<file path="config.mk">
export PLATFORM = sky130hd
export DESIGN_NAME = rst_clk_seq
export DESIGN_NICKNAME = d
export VERILOG_FILES = /design/src/rtl/rst_clk_seq.sv
export SDC_FILE = /design/constraint.sdc
export NUM_CORES = 1
export LEC_CHECK = 0
export CAP_MARGIN = 15
export CORE_MARGIN = 3
export CORE_UTILIZATION = 25
export CTS_BUF_LIST = sky130_fd_sc_hd__clkbuf_2 sky130_fd_sc_hd__clkbuf_4 sky130_fd_sc_hd__clkbuf_8
export CTS_CLUSTER_DIAMETER = 120
export CTS_CLUSTER_SIZE = 24
export DETAILED_ROUTE_END_ITERATION = 10
export PLACE_DENSITY_LB_ADDON = 0.15
export SYNTH_ARGS = -nofsm -noshare
export SYNTH_HDL_FRONTEND = slang
export SYNTH_SLANG_ARGS = --single-unit
</file>
<file path="constraint.sdc">
create_clock -name clk -period 3.2 [get_ports clk]
set_input_delay 0.8 -clock clk [delete_from_list [all_inputs] [get_ports clk]]
set_output_delay 0.8 -clock clk [all_outputs]
set_load 0.005 [all_outputs]
</file>
<file path="src/rtl/rst_clk_seq.sv">
// rst_clk_seq: reset sequencer and per-channel tick generator.
//
// After rst (or soft_rst_req) every channel reset is held for HOLD_CYC edges.
// The channel resets are then released one at a time, STAGGER_CYC edges apart.
// Each released channel runs a divider that emits a one-cycle tick every
// max(div_cfg_i, 1) cycles.
//
// Optional build macro: SEQ_TICK_CNT_EN adds tick_cnt, a 16-bit running
// count of tick-high cycles per channel.
//
// Ports:
//   clk           single clock, rising edge
//   rst           synchronous active-high reset (highest priority)
//   soft_rst_req  restart the sequence; level sampled each edge
//   div_cfg       channel i divisor at [i*DIV_W +: DIV_W], sampled live
//   ch_rst        per-channel reset, active-high
//   tick          per-channel one-cycle tick
//   seq_done      high once all channels are released
//   state         0=HOLD, 1=RELEASE, 2=RUN
//   tick_cnt      (SEQ_TICK_CNT_EN only) channel i count at [i*16 +: 16]
module rst_clk_seq #(
  parameter int NUM_CH      = 4,
  parameter int HOLD_CYC    = 5,
  parameter int STAGGER_CYC = 2,
  parameter int DIV_W       = 8
) (
  input  logic                    clk,
  input  logic                    rst,
  input  logic                    soft_rst_req,
  input  logic [NUM_CH*DIV_W-1:0] div_cfg,
  output logic [NUM_CH-1:0]       ch_rst,
  output logic [NUM_CH-1:0]       tick,
  output logic                    seq_done,
  output logic [1:0]              state
`ifdef SEQ_TICK_CNT_EN
  ,
  output logic [NUM_CH*16-1:0]    tick_cnt
`endif
);

  localparam logic [1:0] ST_HOLD    = 2'd0;
  localparam logic [1:0] ST_RELEASE = 2'd1;
  localparam logic [1:0] ST_RUN     = 2'd2;

  localparam int HW = (HOLD_CYC > 1) ? $clog2(HOLD_CYC) : 1;
  localparam int SW = (STAGGER_CYC > 1) ? $clog2(STAGGER_CYC) : 1;
  localparam int IW = (NUM_CH > 1) ? $clog2(NUM_CH) : 1;

  localparam logic [HW-1:0] HOLD_LAST = HW'(HOLD_CYC - 1);
  localparam logic [SW-1:0] STAG_LAST = SW'(STAGGER_CYC - 1);
  localparam logic [IW-1:0] IDX_LAST  = IW'(NUM_CH - 1);

  logic                          any_rst;
  logic [HW-1:0]                 hold_cnt;
  logic [SW-1:0]                 stag_cnt;
  logic [IW-1:0]                 rel_idx;
  logic [NUM_CH-1:0][DIV_W-1:0]  div_cnt;
  logic [NUM_CH-1:0][DIV_W-1:0]  div_cnt_nxt;
  logic [NUM_CH-1:0][DIV_W-1:0]  eff_m1;
  logic [NUM_CH-1:0]             tick_nxt;

  assign any_rst = rst | soft_rst_req;

  // Sequencer. Both counters only ever reach their *_LAST value before the
  // state moves on, so they cannot overflow.
  always_ff @(posedge clk) begin
    if (any_rst) begin
      state    <= ST_HOLD;
      ch_rst   <= '1;
      seq_done <= 1'b0;
      hold_cnt <= '0;
      stag_cnt <= '0;
      rel_idx  <= '0;
    end else begin
      case (state)
        ST_HOLD: begin
          if (hold_cnt == HOLD_LAST) begin
            ch_rst[0] <= 1'b0;
            stag_cnt  <= '0;
            rel_idx   <= IW'(1);
            if (NUM_CH == 1) begin
              state    <= ST_RUN;
              seq_done <= 1'b1;
            end else begin
              state <= ST_RELEASE;
            end
          end else begin
            hold_cnt <= hold_cnt + HW'(1);
          end
        end
        ST_RELEASE: begin
          if (stag_cnt == STAG_LAST) begin
            stag_cnt <= '0;
            for (int unsigned i = 0; i < NUM_CH; i++) begin
              if (rel_idx == IW'(i)) ch_rst[i] <= 1'b0;
            end
            if (rel_idx == IDX_LAST) begin
              state    <= ST_RUN;
              seq_done <= 1'b1;
            end else begin
              rel_idx <= rel_idx + IW'(1);
            end
          end else begin
            stag_cnt <= stag_cnt + SW'(1);
          end
        end
        ST_RUN:  state <= ST_RUN;
        default: state <= ST_HOLD;
      endcase
    end
  end

  // Divider next-state. The registered ch_rst is still high on a channel's
  // release edge, so its counter starts from 0 on that edge. Using >= rather
  // than == makes a lowered divisor tick on the very next edge.
  always_comb begin
    eff_m1      = '0;
    tick_nxt    = '0;
    div_cnt_nxt = '0;
    for (int unsigned i = 0; i < NUM_CH; i++) begin
      eff_m1[i] = div_cfg[i*DIV_W +: DIV_W] -
                  ((div_cfg[i*DIV_W +: DIV_W] != '0) ? DIV_W'(1) : '0);
      if (ch_rst[i]) begin
        tick_nxt[i]    = 1'b0;
        div_cnt_nxt[i] = '0;
      end else if (div_cnt[i] >= eff_m1[i]) begin
        tick_nxt[i]    = 1'b1;
        div_cnt_nxt[i] = '0;
      end else begin
        tick_nxt[i]    = 1'b0;
        div_cnt_nxt[i] = div_cnt[i] + DIV_W'(1);
      end
    end
  end

  always_ff @(posedge clk) begin
    if (any_rst) begin
      tick    <= '0;
      div_cnt <= '0;
    end else begin
      tick    <= tick_nxt;
      div_cnt <= div_cnt_nxt;
    end
  end

`ifdef SEQ_TICK_CNT_EN
  // Counts on the same edge the tick is raised, so the field always equals
  // the number of tick-high cycles presented so far.
  logic [NUM_CH-1:0][15:0] tick_cnt_q;

  always_ff @(posedge clk) begin
    if (any_rst) begin
      tick_cnt_q <= '0;
    end else begin
      for (int unsigned i = 0; i < NUM_CH; i++) begin
        tick_cnt_q[i] <= tick_cnt_q[i] + 16'(tick_nxt[i]);
      end
    end
  end

  assign tick_cnt = tick_cnt_q;
`endif

endmodule

</file>
==> impl_results.md <==
* Outcome: complete, no violations
* Final worst slack at 0.0889 ns
* Vias in the first global route at 2751
* Die Wd at 121 µm
* Clk root buf: clkbuf_8
* H-tree depth at 2
* Largest net degree at the start of global routing at 17
* Final GP Congestion at 0.748
* Period utilisation layout at 0.972
* RSZ-0062 raised after global routing: no
* Slowest CP cell: or4b_4
* CP Cell Sequence: dlygate4sd2_1, nor4_1, nand2_1, ha_4, buf_4, nand2_2, nor3_1, xnor2_1, ha_1, and4_1, or4b_4, nor3b_2
* Syn Inst Count at 379
* Wirelength per Cell at 11.6 µm
* Commonest non-fill, non-tap cell in the layout: dfxtp_1
* EDFF count, synth at 0
* Synth Warn # at 0
* Main synth FF type: dfxtp_1
* Clock-pin slew on the worst setup and hold paths at 0.10 ns
* Worst Setup End Kind: flip-flop
* Core Rows at 41
* Worst path max stage delay at 0.63 ns
* Mean Syn Cell Area at 8.75 µm²
* Drt pass-1 iters at 4
* M2 GR Usage at 0.172
* Initial Utilization at 0.260
* Number of distinct library cells after synthesis at 45
* CP required at 3.45 ns
* Netlist Area Pre-Place at 3320 µm²
* Sequential fraction of the synthesis area at 0.296
* MaxCap Viol Count at 0
* CTS Hold Bufs at 0
* Clk Latency, worst-skew pair at 0.31 ns
* Port-buffer cells at 45
* CTS buffer count at 5
* Maximum vdd drop at 0.167 mV
* Initial antenna violation count at 0
* Critical path class: input pin to flip-flop
* Tightest Hold Check Type: flip-flop to flip-flop
* CTS tree: done
* Die height at 121 µm
* GR Util All Layers at 0.104
* WP data arrival at 3.36 ns
* Core area at 12800 µm²
* Crit start category: input pin
* Inserted Diodes at 0
* Clock Skews at 0.0103 ns
* Post-Syn Nets at 466
* GRT Max-Usage Layer: met2
* P&R area growth vs syn at 38.9%
* Layout cells sized above 1 at 0.243
* Pre-CTS WS at -0.674 ns
* First-pass GRT wire length at 12700 µm
* Vias at 2827
* Nets@finish at 555
* Slew Viols, Final at 0
* DP Wirelength at 5820 µm
* Post-Place Cells at 628
* Met3 Usage GRT at 0.0210
* Most frequent cells in the layout: 49 x dfxtp_1, 43 x ha_1, 39 x buf_4
* CP Max Fanout at 8
* Synth Register Bits at 49
* Die ar. at 14700 µm²
* Post-Layout Cell Count at 641
* DR vias/cell at 4.41
* GR met1 Demand/Resource at 0.142
* Final setup vio count at 0
* I/O pin cnt at 46
* Drt drc at 0
* Final ANT Viol Nets at 0
* Fmax at 321 MHz
* CTS max path bufs at 2
* Initial DRC count at 100
* Worst-margin pin slew at 0.431 ns
* P_leak at 1.85 nW
* GRT overflow at 0
* Worst path bufs/invs at 2
* Fin. Hold Viols at 0
* Power Dens Cells at 260 nW/µm²
* Async SR Flop Fraction at 0
* Worst path top cell family by delay: simple AND/OR/NAND/NOR gates
* Final WL at 7440 µm
* Crit path time final at 3.11 ns
* Worst slew margin at 0.712
* Num Clock Sinks at 49
-- kinds of logic (layout without fill, tap and decap cells) --
family / Yosys count / after routing / synth area share
AO/OA/AOI/OAI: 40 / 40 / 0.0830
XOR/XNOR: 49 / 49 / 0.129
adder cells (fa/ha/maj): 52 / 52 / 0.196
buffers and inverters: 31 / 121 / 0.0377
flip-flops: 49 / 49 / 0.296
multiplexers: 4 / 4 / 0.0125
AND/OR/NAND/NOR: 154 / 154 / 0.245
-- metal layers --
metal / share of wire / routed length [µm]
met4: 0.0071 / 53
met3: 0.027 / 203
met5: 0 / 0
met1: 0.50 / 3720
met2: 0.47 / 3470
-- worst register-to-register path: stages, from the launching register on --
cell,delay (ns)
dfxtp_1,0.40
ha_1,0.37
nor2b_1,0.43
nor3_1,0.09
mux2_2,0.28
a221oi_1,0.27
-- cell usage after synthesis, types with 3 or more instances --
master,instances,share of area
nand3_1,19,0.029
nor3_2,7,0.021
ha_1,52,0.20
a31oi_1,3,0.0057
o21ai_0,6,0.0091
a21oi_1,14,0.021
and3_1,13,0.025
xor2_1,22,0.058
nor3_1,23,0.035
nor2b_1,7,0.013
nor4_1,5,0.0094
dfxtp_1,49,0.30
or3_1,4,0.0075
nor2_1,39,0.044
or4_1,3,0.0068
o211ai_1,4,0.0091
mux2i_1,3,0.0091
xnor2_1,27,0.071
nand2_1,21,0.024
inv_1,28,0.032
-- registers in the layout (all words and copies together), names as in the netlist --
register	count
div_cnt	32
ch_rst	4
tick	4
hold_cnt	3
rel_idx	2
state	2
seq_done	1
stag_cnt	1
-- path summary, 6_finish.rpt --
path,slack [ns],from,end,depth (start not counted)
worst max-delay path,0.09,div_cfg[5],div_cnt[1],12
worst min-delay path,0.49,seq_done,seq_done,2
worst max register to register,1.28,state[0],rel_idx[0],5
worst min register to register,0.49,seq_done,seq_done,2
-- per-stage QoR --
stage	setup TNS (ns)	hold slack [ns]	area, µm²	total power, W	util
global route	0	0.524	4610	0.00127	0.361
detailed placement	-18.18	0.464	4230	0.000809	0.331
floorplan	0	0.430	3320	0.000707	-
global placement	-17.47	0.467	4230	0.000807	0.331
finish	0	0.488	4610	0.00120	0.361
CTS	0	0.488	4440	0.00121	0.348
-- cell type report --
class / instances / area [µm²]
well taps: 172 / 215
repair buffers: 85 / 753
multi-input cells: 299 / 2460
flip-flops and latches: 49 / 981
fillers: 1303 / 8170
clock buffers: 5 / 68.8
inverters: 28 / 105
clock inverters: 3 / 21.3
-- timing repair --
item,4_1_cts,5_1_grt
buffers inserted,4,2
endpoints found under the hold margin,0,0
endpoints found under the setup margin,36,36
pin swaps,31,43
resized for setup,38,49
-- report_power, final --
part	switching (W)	internal [W]
clock	0.000223	0.000156
sequential	0.00000123	0.000611
combinational	0.0000917	0.000115
total	0.000316	0.000881
Note: power is estimated with default switching activity, not from simulation.
